### src/rtl/riscv_multicycle_top.sv
// Multi-cycle RV32I subset core: one FSM walks each instruction through
// FETCH/DECODE/EXECUTE/MEM/WB, with halt detection and a retired-instruction counter.
module riscv_multicycle_top #(
  parameter int                       ADDRESS_WIDTH = 32,
  parameter int                       DATA_WIDTH    = 32,
  parameter logic [ADDRESS_WIDTH-1:0] RESET_PC      = '0,
  parameter int                       COUNT_WIDTH   = 32
) (
  input  logic                     clk,
  input  logic                     rst,
  output logic [ADDRESS_WIDTH-1:0] instr_addr,
  input  logic [31:0]              instr,
  output logic [ADDRESS_WIDTH-1:0] dmem_addr,
  output logic [DATA_WIDTH-1:0]    dmem_wdata,
  output logic                     dmem_we,
  input  logic [DATA_WIDTH-1:0]    dmem_rdata,
  output logic [DATA_WIDTH-1:0]    a0,
  output logic                     halted,
  output logic                     illegal,
  output logic [COUNT_WIDTH-1:0]   retired
);

  localparam logic [6:0]  OPC_OP_IMM = 7'b0010011;
  localparam logic [6:0]  OPC_OP     = 7'b0110011;
  localparam logic [6:0]  OPC_LUI    = 7'b0110111;
  localparam logic [6:0]  OPC_LOAD   = 7'b0000011;
  localparam logic [6:0]  OPC_STORE  = 7'b0100011;
  localparam logic [6:0]  OPC_BRANCH = 7'b1100011;
  localparam logic [6:0]  OPC_JAL    = 7'b1101111;
  localparam logic [6:0]  OPC_JALR   = 7'b1100111;
  localparam logic [31:0] HALT_WORD  = 32'h0000006F;

  typedef enum logic [2:0] {
    S_FETCH, S_DECODE, S_EXECUTE, S_MEM, S_WB, S_HALT
  } state_t;

  state_t                   state;
  logic [ADDRESS_WIDTH-1:0] pc;
  logic [31:0]              ir;
  logic [DATA_WIDTH-1:0]    a_q, b_q, imm_q, res_q;
  logic [DATA_WIDTH-1:0]    regs [32];
  logic                     we_q;

  logic [6:0] opcode, funct7;
  logic [4:0] rd, rs1, rs2;
  logic [2:0] funct3;

  assign opcode = ir[6:0];
  assign rd     = ir[11:7];
  assign funct3 = ir[14:12];
  assign rs1    = ir[19:15];
  assign rs2    = ir[24:20];
  assign funct7 = ir[31:25];

  assign instr_addr = pc;
  // Masking with rst keeps a sw aborted in its MEM cycle from writing memory.
  assign dmem_we    = we_q && !rst;

  logic [31:0]           imm32;
  logic [DATA_WIDTH-1:0] imm_ext;

  always_comb begin
    imm32 = '0;
    case (opcode)
      OPC_OP_IMM, OPC_LOAD, OPC_JALR: imm32 = {{20{ir[31]}}, ir[31:20]};
      OPC_STORE:  imm32 = {{20{ir[31]}}, ir[31:25], ir[11:7]};
      OPC_BRANCH: imm32 = {{19{ir[31]}}, ir[31], ir[7], ir[30:25], ir[11:8], 1'b0};
      OPC_LUI:    imm32 = {ir[31:12], 12'b0};
      OPC_JAL:    imm32 = {{11{ir[31]}}, ir[31], ir[19:12], ir[20], ir[30:21], 1'b0};
      default:    imm32 = '0;
    endcase
  end

  assign imm_ext = DATA_WIDTH'($signed(imm32));

  logic legal;

  always_comb begin
    legal = 1'b0;
    case (opcode)
      OPC_OP_IMM: legal = funct3 inside {3'b000, 3'b010, 3'b100, 3'b110, 3'b111};
      OPC_OP:     legal = (funct7 == 7'b0000000 &&
                           funct3 inside {3'b000, 3'b010, 3'b100, 3'b110, 3'b111}) ||
                          (funct7 == 7'b0100000 && funct3 == 3'b000);
      OPC_LUI, OPC_JAL:     legal = 1'b1;
      OPC_LOAD, OPC_STORE:  legal = (funct3 == 3'b010);
      OPC_BRANCH: legal = funct3 inside {3'b000, 3'b001, 3'b100};
      OPC_JALR:   legal = (funct3 == 3'b000);
      default:    legal = 1'b0;
    endcase
  end

  logic [DATA_WIDTH-1:0] alu_b, alu_y, sum_ai;
  logic                  alu_sub, taken;

  assign alu_b   = (opcode == OPC_OP) ? b_q : imm_q;
  assign alu_sub = (opcode == OPC_OP) && funct7[5];
  assign sum_ai  = a_q + imm_q;

  always_comb begin
    alu_y = '0;
    case (funct3)
      3'b000:  alu_y = alu_sub ? (a_q - alu_b) : (a_q + alu_b);
      3'b010:  alu_y = DATA_WIDTH'($signed(a_q) < $signed(alu_b));
      3'b100:  alu_y = a_q ^ alu_b;
      3'b110:  alu_y = a_q | alu_b;
      3'b111:  alu_y = a_q & alu_b;
      default: alu_y = '0;
    endcase
  end

  always_comb begin
    taken = 1'b0;
    case (funct3)
      3'b000:  taken = (a_q == b_q);
      3'b001:  taken = (a_q != b_q);
      3'b100:  taken = ($signed(a_q) < $signed(b_q));
      default: taken = 1'b0;
    endcase
  end

  logic [ADDRESS_WIDTH-1:0] pc_plus4, pc_plus_imm, jalr_tgt;

  assign pc_plus4    = pc + ADDRESS_WIDTH'(4);
  assign pc_plus_imm = pc + ADDRESS_WIDTH'(imm_q);
  assign jalr_tgt    = ADDRESS_WIDTH'(sum_ai) & ~ADDRESS_WIDTH'(1);

  always_ff @(posedge clk) begin
    if (rst) begin
      state      <= S_FETCH;
      pc         <= RESET_PC;
      ir         <= '0;
      a_q        <= '0;
      b_q        <= '0;
      imm_q      <= '0;
      res_q      <= '0;
      we_q       <= 1'b0;
      dmem_addr  <= '0;
      dmem_wdata <= '0;
      a0         <= '0;
      halted     <= 1'b0;
      illegal    <= 1'b0;
      retired    <= '0;
      for (int i = 0; i < 32; i++) regs[i] <= '0;
    end else begin
      we_q <= 1'b0;
      case (state)
        S_FETCH: begin
          ir    <= instr;
          state <= S_DECODE;
        end
        S_DECODE: begin
          a_q   <= regs[rs1];
          b_q   <= regs[rs2];
          imm_q <= imm_ext;
          if (ir == HALT_WORD || !legal) begin
            state   <= S_HALT;
            halted  <= 1'b1;
            illegal <= (ir != HALT_WORD);
            retired <= retired + COUNT_WIDTH'(1);
          end else begin
            state <= S_EXECUTE;
          end
        end
        S_EXECUTE: begin
          case (opcode)
            OPC_BRANCH: begin
              pc      <= taken ? pc_plus_imm : pc_plus4;
              retired <= retired + COUNT_WIDTH'(1);
              state   <= S_FETCH;
            end
            OPC_LOAD, OPC_STORE: begin
              dmem_addr  <= ADDRESS_WIDTH'(sum_ai);
              dmem_wdata <= b_q;
              we_q       <= (opcode == OPC_STORE);
              state      <= S_MEM;
            end
            OPC_LUI: begin
              res_q <= imm_q;
              state <= S_WB;
            end
            OPC_JAL, OPC_JALR: begin
              res_q <= DATA_WIDTH'(pc_plus4);
              state <= S_WB;
            end
            default: begin
              res_q <= alu_y;
              state <= S_WB;
            end
          endcase
        end
        S_MEM: begin
          if (opcode == OPC_STORE) begin
            pc      <= pc_plus4;
            retired <= retired + COUNT_WIDTH'(1);
            state   <= S_FETCH;
          end else begin
            res_q <= dmem_rdata;
            state <= S_WB;
          end
        end
        S_WB: begin
          if (rd != 5'd0) regs[rd] <= res_q;
          if (rd == 5'd10) a0 <= res_q;
          if (opcode == OPC_JAL)       pc <= pc_plus_imm;
          else if (opcode == OPC_JALR) pc <= jalr_tgt;
          else                         pc <= pc_plus4;
          retired <= retired + COUNT_WIDTH'(1);
          state   <= S_FETCH;
        end
        S_HALT: state <= S_HALT;
        default: state <= S_HALT;
      endcase
    end
  end

endmodule

### config.mk
export PLATFORM = sky130hd
export DESIGN_NAME = riscv_multicycle_top
export DESIGN_NICKNAME = d
export VERILOG_FILES = /design/src/rtl/riscv_multicycle_top.sv
export SDC_FILE = /design/constraint.sdc
export NUM_CORES = 2
export LEC_CHECK = 0
export BUFFER_PORTS_ARGS = -buffer_cell sky130_fd_sc_hd__buf_2
export CORE_AREA = 2 2 376 378
export DETAILED_ROUTE_END_ITERATION = 10
export DIE_AREA = 0 0 378 380
export PLACE_DENSITY = 0.71
export SYNTH_ARGS = -nofsm -noshare
export SYNTH_HDL_FRONTEND = slang
export SYNTH_SLANG_ARGS = --single-unit
### constraint.sdc
create_clock -name clk -period 6.3 [get_ports clk]
set_clock_uncertainty 0.1 [all_clocks]
set_input_delay 0.315 -clock clk [delete_from_list [all_inputs] [get_ports clk]]
set_output_delay 0.315 -clock clk [all_outputs]
set_load 0.01 [all_outputs]
# Word level (Yosys, flattened, before mapping)
# Memories as Yosys holds them, arrays and structs flattened. A register that Yosys moved wholly into a read port is not among the register bits.
# Cells that the tools add are included.
# Widths: inputs -> output; s select.
word_totals:
  regBits: 262
  out_inout_bits: 163
  mem_bits_rw: 1024
  mem_count: 1
  wordCells: 116
  inputBits: 66
op_classes:
  bitwise_logic: 5
  n_reduce_logical: 30
  order_cmp: 2
  eq_ne: 28
  mux: 32
  addsub: 6
memory_table:
  columns: ["memory", "depth", "word_bits", "rd", "rd_ports_with_merged_regs", "wr", "line", "text"]
  rows:
  - ["regs", 32, 32, 2, 2, 32, "41", "logic [DATA_WIDTH-1:0] regs [32];"]
op_table:
  columns: ["operator", "n"]
  rows:
  - ["$mux 32", 12]
  - ["$pmux 32 s5", 2]
  - ["$pmux 32 s3", 2]
  - ["$pmux 32 s4", 1]
  - ["$add 32x32->32", 3]
  - ["$lt 32x32->1", 2]
  - ["$pmux 32 s2", 1]
  - ["$add 32x1->32 const B", 1]
  - ["$add 32x3->32 const B", 1]
  - ["$and 32x32->32", 1]
  - ["$eq 32x32->1", 1]
  - ["$eq 32x7->1 const B", 1]
  - ["$ne 32x32->1", 1]
  - ["$ne 32x7->1 const B", 1]
  - ["$or 32x32->32", 1]
  - ["$reduce_or 32->1", 1]
  - ["$sub 32x32->32", 1]
  - ["$xor 32x32->32", 1]
  - ["$eq 7x6->1 const B", 4]
  - ["$eq 7x7->1 const B", 3]
  - ["$pmux 3 s5", 1]
  - ["$eq 3x3->1 const B", 4]
  - ["$ne 2x2->1 const B", 5]
  - ["$reduce_bool 5->1", 2]
  - ["other kinds (25)", 50]

# Longest topological paths before layout
depth:
  depth_word: 9
  depth_mapped: 19
  mapped_depth_nobuf: 16

# Worst setup path before layout
# Ideal clock, no wire load.
synth_timing:
  path_type: "register to register"
  startpoint: "register ir[3]"
  endpoint: "register res_q[23]"
  required_time_ns: 6.066
  path_buffers: 3
  synth_period_minus_slack_ns: 4.783
  arrival_time_ns: 4.549
  path_slack_ns: 1.517
  setup_ns: 0.134
  path_stages_with_launch: 19
  path_cell_list: "dfxtp_1 > clkbuf_1 > nand4bb_1 > buf_2 > nor3_1 > clkbuf_1 > mux2_2 > inv_1 > ha_1 > a211oi_1 > o21ai_1 > a2111oi_0 > o21bai_1 > o31a_1 > o21a_1 > a22oi_1 > xnor2_1 > a221oi_1 > nor4_1"
synth_via:
  elab_chain_len: 7
  word_cells_on_any_way: 23
  classes_between: "add/sub (2); eq/ne (9); mux (5); bitwise (3); reduce/logical (4)"
synth_rtl:
  columns: ["item", "line", "text"]
  rows:
  - ["start, declared", "39", "logic [31:0] ir;"]
  - ["start signal, assigned", "149", "ir <= instr;"]
  - ["$eq 7x6->1", "96, 97", null]
  - ["$mux 32", "96", "assign alu_b = (opcode == OPC_OP) ? b_q : imm_q;"]
  - ["$add 32x32->32 or $sub 32x32->32 (tied branches)", "103", "3'b000: alu_y = alu_sub ? (a_q - alu_b) : (a_q + alu_b);"]
  - ["$mux 32", "103", null]
  - ["$pmux 32 s5", "102", "case (funct3)"]
  - ["$pmux 32 s3", "166", "case (opcode)"]
  - ["$pmux 32 s2", "147", "case (state)"]
  - ["end signal, assigned", "179", "res_q <= imm_q;"]
  - ["end signal, assigned", "183", "res_q <= DATA_WIDTH'(pc_plus4);"]
  - ["end signal, assigned", "187", "res_q <= alu_y;"]
  - ["end, declared", "40", "logic [DATA_WIDTH-1:0] a_q, b_q, imm_q, res_q;"]
# Parallel ways exist; a longest one is shown, timed or not.
# A chain may end at the register's enable or synchronous reset.

# Worst setup path after layout
# Ends and elaborated chain as after synthesis.

==> metrics.md <==
| Metric | Value |
|---|---|
| Status | finished, final reports clean |
| Min-Delay Path Class | in -> reg |
| Clk_lat worst skew | 0.81 ns |
| Final min period | 5.496 ns |
| Crit-path cells | nand4bb_1, buf_4, nor3_2, buf_4, mux2_2, inv_1, ha_1, a211oi_1, o21ai_1, a2111oi_0, buf_4, o21bai_1, o31a_1, o21a_1, a22oi_1, xnor2_1, a221oi_1, nor4_1 |
| Gr usage total | 0.3807 |
| Yosys top cell by area | edfxtp_1 |
| # IOs | 229 |
| P&R area growth vs syn | 11.98% |
| Hold Vio Cnt, Final | 0 |
| Worst-Margin Slew | 1.436 ns |
| Achievable frequency | 0.1819 GHz |
| Clk sink count | 1350 |
| Largest net degree at the start of global routing | 162 |
| Remaining DRCs | 0 |
| Avg Inst Size Synth | 12.39 µm² |
| Critical path's most frequent cell | buf_4 |
| Post-synth EDFFs | 1024 |
| Critical Path Slowest Stage Cell | a2111oi_0 |
| Final Net Count | 6540 |
| Worst setup EP type | register |
| CTS max path bufs | 3 |
| Average wire per standard cell | 33.18 µm |
| Async SR Flop Fraction | 0 |
| Slowest stage delay, CP | 0.62 ns |
| FF+latch count, synth | 1350 |
| Vias in the first global route | 54161 |
| Leakage | 31.06 nW |
| Die area | 0.1436 mm² |
| CTS tree | built |
| Rows | 137 |
| Setup violations, final | 0 |
| CP Launch Type | register |
| ANT nets after route | 0 |
| PwrDens | 258.9 mW/mm² |
| Port Buffers | 228 |
| Overall die height | 380 µm |
| Fin. max-slew vios | 0 |
| Max VDD drop | 0.0002352 V |
| Setup bufs post-CTS | 0 |
| WL final | 274700 µm |
| Detailed placement HPWL | 179100 µm |
| RSZ-0062 raised after global routing | no |
| DIE WIDTH | 378 µm |
| Clk root buf | clkbuf_16 |
| Drt initial violations | 8155 |
| Sum of negative setup slack | 0 ns |
| Final core utilization | 0.6144 |
| First-pass GRT wire length | 388800 µm |
| Synth Flop Type | edfxtp_1 |
| Post-Synthesis Cells | 6164 |
| Clock H-tree levels | 4 |
| DR vias/cell | 6.752 |
| Routed via count | 55899 |
| CP required | 6.84 ns |
| Grt ovf | 0 |
| CP arrival | 6.03 ns |
| Resize count post-CTS | 0 |
| # hold bufs at CTS | 75 |
| TritonCTS buffer count | 148 |
| Max-slew headroom | 0.03251 |
| Initial core utilization | 0.5487 |
| GP Congestion | 1.004 |
| Clock transition at path regs | 0.06 ns |
| Initial antenna violation count | 26 |
| Layout cells sized above 1 | 0.2168 |
| Max cap viols | 0 |
| Mapped cell area | 0.07637 mm² |
| Top cells by area, synth | edfxtp_1, mux4_2, dfxtp_1 |
| Crit Path Max Fanout | 34 |
| Critical path class | reg -> reg |
| Synth Warn # | 0 |
| Sequential cell area fraction in the yosys report | 0.4881 |
| Core Box Area | 0.1392 mm² |
| Tcrit/Tclk final | 0.8724 |
| Synth cell types | 89 |
| Post-synth top area share | 0.4026 |
| Detailed Routing Iterations Pass 1 | 6 |
Yosys cell counts (17+ instances only):
master       n
a211oi_1   109
a21o_1      80
a21oi_1    338
a221oi_1    34
a22oi_1     19
and2_1    1009
and3_1      31
buf_1       69
clkbuf_1   463
dfxtp_1    326
edfxtp_1  1024
ha_1       192
inv_1      145
mux2_2      32
mux2i_1     71
mux4_2     640
nand2_1    400
nand2b_1    17
nand3_1     67
nand4_1     31
nor2_1     339
nor2b_1     27
nor3_1      58
nor4_1      21
o211ai_1    36
o21a_1      21
o21ai_0    158
o21ai_1     29
o21bai_1    25
xnor2_1     72
xor2_1      65
cell usage in the layout, fill, tap and decap left out, types with 36 or more instances in the layout:
cell type / instances
buf_2: 227
ha_1: 192
edfxtp_1: 1024
nand2_1: 399
clkbuf_1: 45
nor3_1: 56
dfxtp_1: 314
nand3_1: 67
xnor2_1: 72
a211oi_1: 109
dlygate4sd3_1: 75
buf_4: 161
inv_1: 144
a21o_1: 80
o21ai_0: 128
clkbuf_16: 153
and2_1: 1008
xor2_1: 65
nor2_1: 305
a21oi_1: 337
o211ai_1: 36
mux4_2: 640
mux2i_1: 71
layer usage:
metal | GRT usage | share of wire | wire length (µm)
met1 | 0.5076 | 0.37 | 100600
met2 | 0.5621 | 0.44 | 120800
met3 | 0.1067 | 0.13 | 34980
met4 | 0.2162 | 0.066 | 18170
met5 | 0 | 0.00052 | 144
flip-flops by register name (all words and copies together) (netlist names):
register    count
we_q            1
ir             32
res_q          32
a_q            32
imm_q          32
b_q            32
a0             32
regs         1024
dmem_wdata     32
instr_addr     32
state           3
halted          1
retired        32
dmem_addr      32
illegal         1
path summary, 6_finish.rpt:
kind | startpoint | endpoint | slack (ns) | cells past startpoint
setup / recovery | ir[3] | res_q[23] | 0.80 | 18
hold / removal | dmem_rdata[23] | res_q[23] | 0.02 | 3
setup reg to reg | ir[3] | res_q[23] | 0.80 | 18
hold reg to reg | a0[14] | a0[14] | 0.35 | 1
power breakdown:
| part | internal, mW | switching, mW |
|---|---|---|
| Clock | 5.15 | 3.77 |
| Sequential | 9.86 | 0.345 |
| Combinational | 1.18 | 1.83 |
| Total | 16.2 | 5.95 |
worst max-delay path, delay by kind of cell, from the launching register on:
family          cells  cell delay (ns)
compound gates      8             2.45
xor+xnor            1             0.09
fa+ha+maj           1             0.28
buf+inv             4             1.08
flops               1             0.41
mux                 1             0.45
simple gates        3             0.47
through the flow:
step                      instance area, µm²  total power [mW]  std cells  worst slack (ns)  hold slack, ns
final                                  85520             22.14       8279            0.8036         0.02192
after CTS                              85510             22.07       8275            0.8835        0.003712
after global routing                   85520             22.63       8277            0.5464         0.02254
after detailed placement               79810             13.26       7929            0.9184          0.3338
after global placement                 79810             13.21       7929            0.8972          0.3287
after floorplan                        76490             12.06       6195             1.517          0.3510
kinds of logic (layout without fill, tap and decap cells):
group	count (synthesis)	in the layout	share of synthesized area
muxes	743	743	0.2028
and+or+nand+nor	2062	2062	0.1442
other	1	36	0.00004910
adders and majority gates	196	196	0.03250
DFF	1350	1350	0.4881
buffers and inverters	681	885	0.03370
xor gates and xnor gates	137	137	0.01571
AOI/OAI and AO/OA	994	994	0.08295
area by class of cell:
class                           count  area, µm²
Inverter                          145      545.5
Fill cell                       10708      53670
Tap cell                         1876       2347
Clock inverter                     59      759.5
Sequential cell                  1350      37310
Timing Repair Buffer              469       3211
Antenna cell                        4      10.01
Clock buffer                      212       4190
Multi-Input combinational cell   4164      37150
(Power assumes the default switching activity.)
